**src/rtl/pipe_ctrl_if.sv**
```systemverilog
// pipe_ctrl_if: hazard inputs and stall/flush/counter outputs
// between the pipeline (master) and the hazard controller (slave).
interface pipe_ctrl_if #(
  parameter int NSTAGES = 5,
  parameter int CNT_W   = 64
);
  logic               id_branch_flush_i;
  logic               id_load_use_i;
  logic               id_fence_i;
  logic               ex_busy_i;
  logic               mem_busy_i;
  logic               wb_exception_i;
  logic               wb_retire_i;
  logic [NSTAGES-1:0] stall_o;
  logic [NSTAGES-1:0] flush_o;
  logic               fence_busy_o;
  logic [CNT_W-1:0]   nr_insts_o;
  logic [CNT_W-1:0]   nr_cycles_o;

  modport master (
    output id_branch_flush_i,
    output id_load_use_i,
    output id_fence_i,
    output ex_busy_i,
    output mem_busy_i,
    output wb_exception_i,
    output wb_retire_i,
    input  stall_o,
    input  flush_o,
    input  fence_busy_o,
    input  nr_insts_o,
    input  nr_cycles_o
  );

  modport slave (
    input  id_branch_flush_i,
    input  id_load_use_i,
    input  id_fence_i,
    input  ex_busy_i,
    input  mem_busy_i,
    input  wb_exception_i,
    input  wb_retire_i,
    output stall_o,
    output flush_o,
    output fence_busy_o,
    output nr_insts_o,
    output nr_cycles_o
  );
endinterface

```
**src/rtl/pipe_ctrl.sv**
```systemverilog
// pipe_ctrl: priority stall/flush resolution, fence drain FSM,
// retire and cycle counters for a generic-depth in-order pipe.
module pipe_ctrl #(
  parameter int NSTAGES = 5,
  parameter int EX_IDX  = 2,
  parameter int MEM_IDX = 3,
  parameter int CNT_W   = 64
) (
  input logic        clock,
  input logic        reset,
  pipe_ctrl_if.slave bus
);
  localparam int DCW = $clog2(NSTAGES);
  localparam logic [NSTAGES-1:0] ONE = NSTAGES'(1);
  localparam logic [NSTAGES-1:0] ALL = '1;
  localparam logic [NSTAGES-1:0] MEM_ST =
    ALL >> (NSTAGES - 1 - MEM_IDX);
  localparam logic [NSTAGES-1:0] MEM_FL = ONE << (MEM_IDX + 1);
  localparam logic [NSTAGES-1:0] EX_ST =
    ALL >> (NSTAGES - 1 - EX_IDX);
  localparam logic [NSTAGES-1:0] EX_FL = ONE << (EX_IDX + 1);
  localparam logic [NSTAGES-1:0] ID_ST = ALL >> (NSTAGES - 2);
  localparam logic [NSTAGES-1:0] ID_FL = ONE << 2;
  localparam logic [NSTAGES-1:0] BR_FL = ONE << 1;
  localparam logic [DCW-1:0] DC_INIT = DCW'(NSTAGES - 3);

  typedef enum logic [1:0] {IDLE, DRAIN, PASS} state_t;

  state_t             state;
  logic [DCW-1:0]     dc;
  logic [CNT_W-1:0]   nr_insts;
  logic [CNT_W-1:0]   nr_cycles;
  logic [NSTAGES-1:0] stall;
  logic [NSTAGES-1:0] flush;
  logic pause;
  logic fence_stall;
  logic ev_exc, ev_mem, ev_ex, ev_id, ev_br;

  // pause covers every event that outranks the ID-level stall
  assign pause = bus.wb_exception_i | bus.mem_busy_i
               | bus.ex_busy_i;
  assign fence_stall = (state == DRAIN)
    | ((state == IDLE) & bus.id_fence_i & ~pause);

  assign ev_exc = ~reset & bus.wb_exception_i;
  assign ev_mem = ~reset & ~bus.wb_exception_i
                & bus.mem_busy_i;
  assign ev_ex  = ~reset & ~bus.wb_exception_i
                & ~bus.mem_busy_i & bus.ex_busy_i;
  assign ev_id  = ~reset & ~pause
                & (bus.id_load_use_i | fence_stall);
  assign ev_br  = ~reset & ~pause & ~bus.id_load_use_i
                & ~fence_stall & bus.id_branch_flush_i;

  always_comb begin
    stall = '0;
    flush = '0;
    unique case (1'b1)
      reset, ev_exc: flush = ALL;
      ev_mem: begin
        stall = MEM_ST;
        flush = MEM_FL;
      end
      ev_ex: begin
        stall = EX_ST;
        flush = EX_FL;
      end
      ev_id: begin
        stall = ID_ST;
        flush = ID_FL;
      end
      ev_br:   flush = BR_FL;
      default: ;
    endcase
  end

  always_ff @(posedge clock) begin
    if (reset) begin
      state <= IDLE;
      dc    <= '0;
    end else if (bus.wb_exception_i) begin
      state <= IDLE;
    end else begin
      unique case (state)
        IDLE: if (bus.id_fence_i && !pause) begin
          dc    <= DC_INIT;
          state <= (DC_INIT == '0) ? PASS : DRAIN;
        end
        DRAIN: if (!pause) begin
          dc <= dc - 1'b1;
          if (dc == DCW'(1)) state <= PASS;
        end
        PASS:    state <= IDLE;
        default: state <= IDLE;
      endcase
    end
  end

  always_ff @(posedge clock) begin
    if (reset) begin
      nr_insts  <= '0;
      nr_cycles <= '0;
    end else begin
      nr_cycles <= nr_cycles + 1'b1;
      if (bus.wb_retire_i && !bus.wb_exception_i)
        nr_insts <= nr_insts + 1'b1;
    end
  end

  assign bus.stall_o      = stall;
  assign bus.flush_o      = flush;
  assign bus.fence_busy_o = ~reset & (state != IDLE);
  assign bus.nr_insts_o   = nr_insts;
  assign bus.nr_cycles_o  = nr_cycles;
endmodule

```
**src/flat_wrapper.sv**
```systemverilog
// flat-port wrapper written by rule: the top's interface ports become plain ports
module pipe_ctrl_flat 
#(
  parameter int NSTAGES = 5,
  parameter int EX_IDX  = 2,
  parameter int MEM_IDX = 3,
  parameter int CNT_W   = 64
)
  (clock, reset, bus_id_branch_flush_i, bus_id_load_use_i, bus_id_fence_i, bus_ex_busy_i, bus_mem_busy_i, bus_wb_exception_i, bus_wb_retire_i, bus_stall_o, bus_flush_o, bus_fence_busy_o, bus_nr_insts_o, bus_nr_cycles_o);
  pipe_ctrl_if #(.NSTAGES(NSTAGES), .CNT_W(CNT_W)) bus_i ();
  input logic clock;
  input logic reset;
  input wire logic [$bits(bus_i.id_branch_flush_i)-1:0] bus_id_branch_flush_i;
  input wire logic [$bits(bus_i.id_load_use_i)-1:0] bus_id_load_use_i;
  input wire logic [$bits(bus_i.id_fence_i)-1:0] bus_id_fence_i;
  input wire logic [$bits(bus_i.ex_busy_i)-1:0] bus_ex_busy_i;
  input wire logic [$bits(bus_i.mem_busy_i)-1:0] bus_mem_busy_i;
  input wire logic [$bits(bus_i.wb_exception_i)-1:0] bus_wb_exception_i;
  input wire logic [$bits(bus_i.wb_retire_i)-1:0] bus_wb_retire_i;
  output wire logic [$bits(bus_i.stall_o)-1:0] bus_stall_o;
  output wire logic [$bits(bus_i.flush_o)-1:0] bus_flush_o;
  output wire logic [$bits(bus_i.fence_busy_o)-1:0] bus_fence_busy_o;
  output wire logic [$bits(bus_i.nr_insts_o)-1:0] bus_nr_insts_o;
  output wire logic [$bits(bus_i.nr_cycles_o)-1:0] bus_nr_cycles_o;
  assign bus_i.id_branch_flush_i = bus_id_branch_flush_i;
  assign bus_i.id_load_use_i = bus_id_load_use_i;
  assign bus_i.id_fence_i = bus_id_fence_i;
  assign bus_i.ex_busy_i = bus_ex_busy_i;
  assign bus_i.mem_busy_i = bus_mem_busy_i;
  assign bus_i.wb_exception_i = bus_wb_exception_i;
  assign bus_i.wb_retire_i = bus_wb_retire_i;
  assign bus_stall_o = bus_i.stall_o;
  assign bus_flush_o = bus_i.flush_o;
  assign bus_fence_busy_o = bus_i.fence_busy_o;
  assign bus_nr_insts_o = bus_i.nr_insts_o;
  assign bus_nr_cycles_o = bus_i.nr_cycles_o;
  pipe_ctrl #(.NSTAGES(NSTAGES), .EX_IDX(EX_IDX), .MEM_IDX(MEM_IDX), .CNT_W(CNT_W)) u_core (.clock(clock), .reset(reset), .bus(bus_i));
endmodule
```
**config.mk**
```make
export PLATFORM = sky130hd
export DESIGN_NAME = pipe_ctrl_flat
export DESIGN_NICKNAME = d
export VERILOG_FILES = /design/src/rtl/pipe_ctrl_if.sv /design/src/rtl/pipe_ctrl.sv /design/src/flat_wrapper.sv
export SDC_FILE = /design/constraint.sdc
export NUM_CORES = 1
export LEC_CHECK = 0
export ABC_AREA = 1
export CORE_UTILIZATION = 41
export DETAILED_ROUTE_END_ITERATION = 10
export GPL_TIMING_DRIVEN = 1
export PLACE_DENSITY_LB_ADDON = 0.3
export SLEW_MARGIN = 20
export SYNTH_ARGS = -nofsm -noshare
export SYNTH_HDL_FRONTEND = slang
export SYNTH_SLANG_ARGS = --single-unit
export TNS_END_PERCENT = 5
```
**constraint.sdc**
```tcl
create_clock -name clock -period 1.9 [get_ports clock]
set_input_delay 0.38 -clock clock [delete_from_list [all_inputs] [get_ports clock]]
set_output_delay 0.38 -clock clock [all_outputs]
set_load 0.005 [all_outputs]
```
==> PnR_summary.wiki, run 1 <==
{| class="wikitable"
! Metric !! Value
|-
| Sequential-to-total area share from yosys stat || 0.344
|-
| Count of flip-flops with a built-in enable after synthesis || 0
|-
| Buffer cell driving the clock tree root || clkbuf_16
|-
| Reg2Reg Launch Point || u_core.bus.nr_cycles_o[1]
|-
| Yosys warnings || 0
|-
| Synthesized flop and latch total || 133
|-
| Summed negative setup slack over all endpoints || -76.9 ps
|-
| Area of the die || 19400 um2
|-
| Source of the worst hold timing path || u_core.bus.nr_cycles_o[0]
|-
| Max-slew violations || 0
|-
| Post-synth net total || 1259
|-
| Library cell with the highest instance count after synthesis || nand2_1
|-
| Cell type with the highest aggregate area in the netlist || dfxtp_1
|-
| Final Setup Violations || 2
|-
| Fraction of layout instances using a drive strength above 1 || 0.109
|-
| Pin count of the biggest net entering global routing || 49
|-
| Max Clk Rate || 0.516 GHz
|-
| Detailed placer's ending HPWL || 19.0 mm
|-
| Input/output buffers || 146
|-
| Total congestion overflow after global routing || 0
|-
| Reg2reg end || u_core.bus.nr_cycles_o[26]
|-
| Minimum setup slack after placement || -694 ps
|-
| Clock-pin slew on the worst setup and hold paths || 50 ps
|-
| End of the worst hold path || u_core.bus.nr_cycles_o[0]
|-
| Sinks on Clock Net || 133
|-
| Worst-Margin Slew || 558 ps
|-
| Number of placement rows || 49
|-
| Number of standard cells in the final layout excluding fillers || 1676
|-
| I/O Pins || 148
|-
| Path category of the worst min-delay check || flop to flop
|-
| Number of antenna-violating nets in the routed design || 0
|-
| Synthesized area per cell || 6.21 um2
|-
| Max transition margin || 0.628
|-
| Share of the core filled with cells || 0.572
|-
| Cell area power density || 664 nW/um2
|-
| Period utilisation layout || 1.02
|-
| Core box area || 18200 um2
|-
| Period minus WS final || 1940 ps
|-
| Number of antenna repair diodes || 0
|-
| Die Ht || 139 um
|-
| Clock insertion delay at the later pin of the skew report || 430 ps
|-
| Cell area after placement || 9660 um2
|-
| RSZ-0062 raised after global routing || true
|-
| Number of antenna violations at the first check in global routing || 0
|-
| Max FO, Critical Path || 2
|-
| Result of the run || complete, but fails checks
|-
| Proportion of synthesized flip-flops having asynchronous set or reset || 0
|-
| Total DRC errors in the routed layout || 0
|-
| Area share of the largest cell type after synthesis || 0.344
|-
| Total wire length || 24.7 mm
|-
| CP startpoint kind || flop
|-
| Cells after DPL || 1639
|-
| Post-synthesis to final-layout area growth || 34.7%
|-
| Count of cells along the worst register-to-register path || 8
|-
| Leading post-synthesis cells by instance count || nand2_1 (325), nor2_1 (277), inv_1 (136)
|-
| Maximum buffer depth of the clock tree || 2
|-
| Hold Fails Final Rpt || 0
|-
| Violated checks || setup timing
|-
| Max IR drop VDD || 0.000638 V
|-
| Nature of the critical path endpoint || output port
|-
| Crit Path Category || flop to output port
|-
| Number of buffers added to fix hold violations after cts || 0
|-
| Worst Path Required || 1520 ps
|-
| Top cells by area, synth || dfxtp_1 (34%), nand2_1 (16%), nor2_1 (13%)
|-
| Worst reg2reg setup slack || 120 ps
|-
| Number of vias after detailed routing || 8490
|-
| Cell depth of the worst min-delay path || 1
|-
| Wire length of the first global-routing pass || 39.5 mm
|-
| Fillcell total || 1785
|-
| Main flop type after synthesis || dfxtp_1
|-
| Maximum level of the CTS H-tree || 4
|-
| Number of global-route vias before repair || 7972
|-
| Number of max-cap violations || 0
|-
| Skew final || 9.02 ps
|-
| Routed via count divided by cell count || 5.07
|-
| Leakage dissipation || 0.00370 uW
|-
| Effective utilization at floorplan || 0.425
|-
| Final Wtd Congestion || 0.971
|-
| Worst EP arrival || 1560 ps
|-
| Number of cells produced by synthesis || 1246
|-
| Number of buffers inserted during clock tree synthesis || 17
|-
| Setup slack after layout || -39.2 ps
|-
| Die X || 139 um
|-
| Starting DRT DRC Count || 471
|-
| GRT Overall Usage || 0.258
|-
| Number of detailed-route iterations in the first pass || 5
|-
| Area of all placed cells without fillers || 10400 um2
|-
| TritonCTS clock tree || done
|-
| Distinct cell type count of the synthesized netlist || 39
|-
| Mapped Area || 7730 um2
|-
| Post-DR wirelength/cell || 14.8 um
|-
| Final net count || 1448
|}
==> area by class of cell <==
class	count	area, um2	share of cell area
Clock buffer	23	498	0.0478
Clock inverter	8	193	0.0185
Inverter	144	541	0.0519
Multi-Input combinational cell	952	4480	0.430
Sequential cell	133	2670	0.256
Tap cell	229	287	0.0275
Timing Repair Buffer	187	1750	0.168
==> critical path: stages, from the launching register on <==
cell and delay (ps):
dfxtp_2 320, nor2_2 110, nand2_1 90, nor2_2 160
inv_2 60, nand2_2 70, inv_2 50, o21ai_2 150
buf_2 140
==> what timing repair did <==
item / 4_1_cts / 5_1_grt
pin swaps: 2 / 4
buffers inserted: 4 / 2
resized for setup: 29 / 14
endpoints found under the setup margin: 9 / 9
==> metal layers <==
| layer | global-route usage | share of wire | wire [um] | vias up |
|---|---|---|---|---|
| li1 | - | - | - | 4289 |
| met1 | 0.322 | 0.44 | 10800 | 3870 |
| met2 | 0.436 | 0.48 | 11900 | 280 |
| met3 | 0.0458 | 0.054 | 1330 | 51 |
| met4 | 0.115 | 0.031 | 769 | 0 |
| met5 | 0 | 0 | 0 | - |
==> state kept, by name, summed over array words and instances, names as in the netlist <==
signal	count
u_core.bus.nr_cycles_o	64
u_core.bus.nr_insts_o	64
u_core.dc	3
u_core.state	2
==> kinds of logic (layout without fill, tap and decap cells) <==
| family | count (synthesis) | after routing | synth area share |
|---|---|---|---|
| AOI/OAI and AO/OA | 127 | 127 | 0.0853 |
| xor gates and xnor gates | 27 | 27 | 0.0306 |
| adders and majority gates | 4 | 4 | 0.00647 |
| buffers and inverters | 161 | 362 | 0.0801 |
| DFF | 133 | 133 | 0.344 |
| other | 1 | 1 | 0.000485 |
| and+or+nand+nor | 793 | 793 | 0.453 |
==> worst max-delay path by stage <==
stage                                  start             end  slack, ps
after floorplan           bus_wb_exception_i  bus_stall_o[1]        220
after global placement    bus_wb_exception_i  bus_stall_o[1]       -670
after detailed placement  bus_wb_exception_i  bus_stall_o[0]       -690
after CTS                    u_core.state[1]  bus_stall_o[1]        -70
after global routing         u_core.state[0]  bus_stall_o[0]       -100
final                        u_core.state[0]  bus_stall_o[0]        -40
==> through the flow <==
step | total power [uW] | hold WS (ps)
2_1_floorplan | 2970 | 450
3_3_place_gp | 3070 | 460
3_5_place_dp | 3080 | 476
4_1_cts | 6940 | 485
5_1_grt | 7100 | 486
6_report | 6920 | 464
==> cell usage in the layout (no fill, tap or decap), types with 2 or more instances in the layout <==
cell	count
nand2_1	324
clkdlybuf4s50_1	134
nor2_4	16
nor3b_1	3
bufinv_16	6
o21a_1	7
dfxtp_2	2
inv_1	133
nor3_2	2
clkbuf_8	5
clkbuf_16	17
xor2_1	20
buf_4	39
nand2_4	2
nand3_2	3
o21ai_0	41
buf_6	2
dlymetal6s2s_1	2
nor3_1	15
xnor2_1	7
and3_1	2
nand4_1	17
or2_0	12
o21ai_1	4
buf_2	4
a31oi_1	3
dfxtp_1	131
nand3b_1	6
nand3_1	71
nor2_2	20
nand2_2	17
nor2_1	271
a21oi_1	70
dlygate4sd2_1	4
ha_1	3
inv_2	11
and2_1	6
==> power breakdown <==
part / total, uW / leakage, uW / switching, uW / internal, uW
Sequential: 2810 / 0.00107 / 12.0 / 2800
Combinational: 214 / 0.00229 / 123 / 90.2
Clock: 3890 / 0.000335 / 1260 / 2630
No activity file was read; power rests on OpenSTA's default activity.
==> run 2, diff against run 1 <==
--- a/config.mk
+++ b/config.mk
@@ -10,7 +10,6 @@
 export DETAILED_ROUTE_END_ITERATION = 10
 export GPL_TIMING_DRIVEN = 1
 export PLACE_DENSITY_LB_ADDON = 0.3
-export SLEW_MARGIN = 20
 export SYNTH_ARGS = -nofsm -noshare
 export SYNTH_HDL_FRONTEND = slang
 export SYNTH_SLANG_ARGS = --single-unit
==> results of run 2 <==
No change in the layout: final DEF, timing and power equal those of run 1.
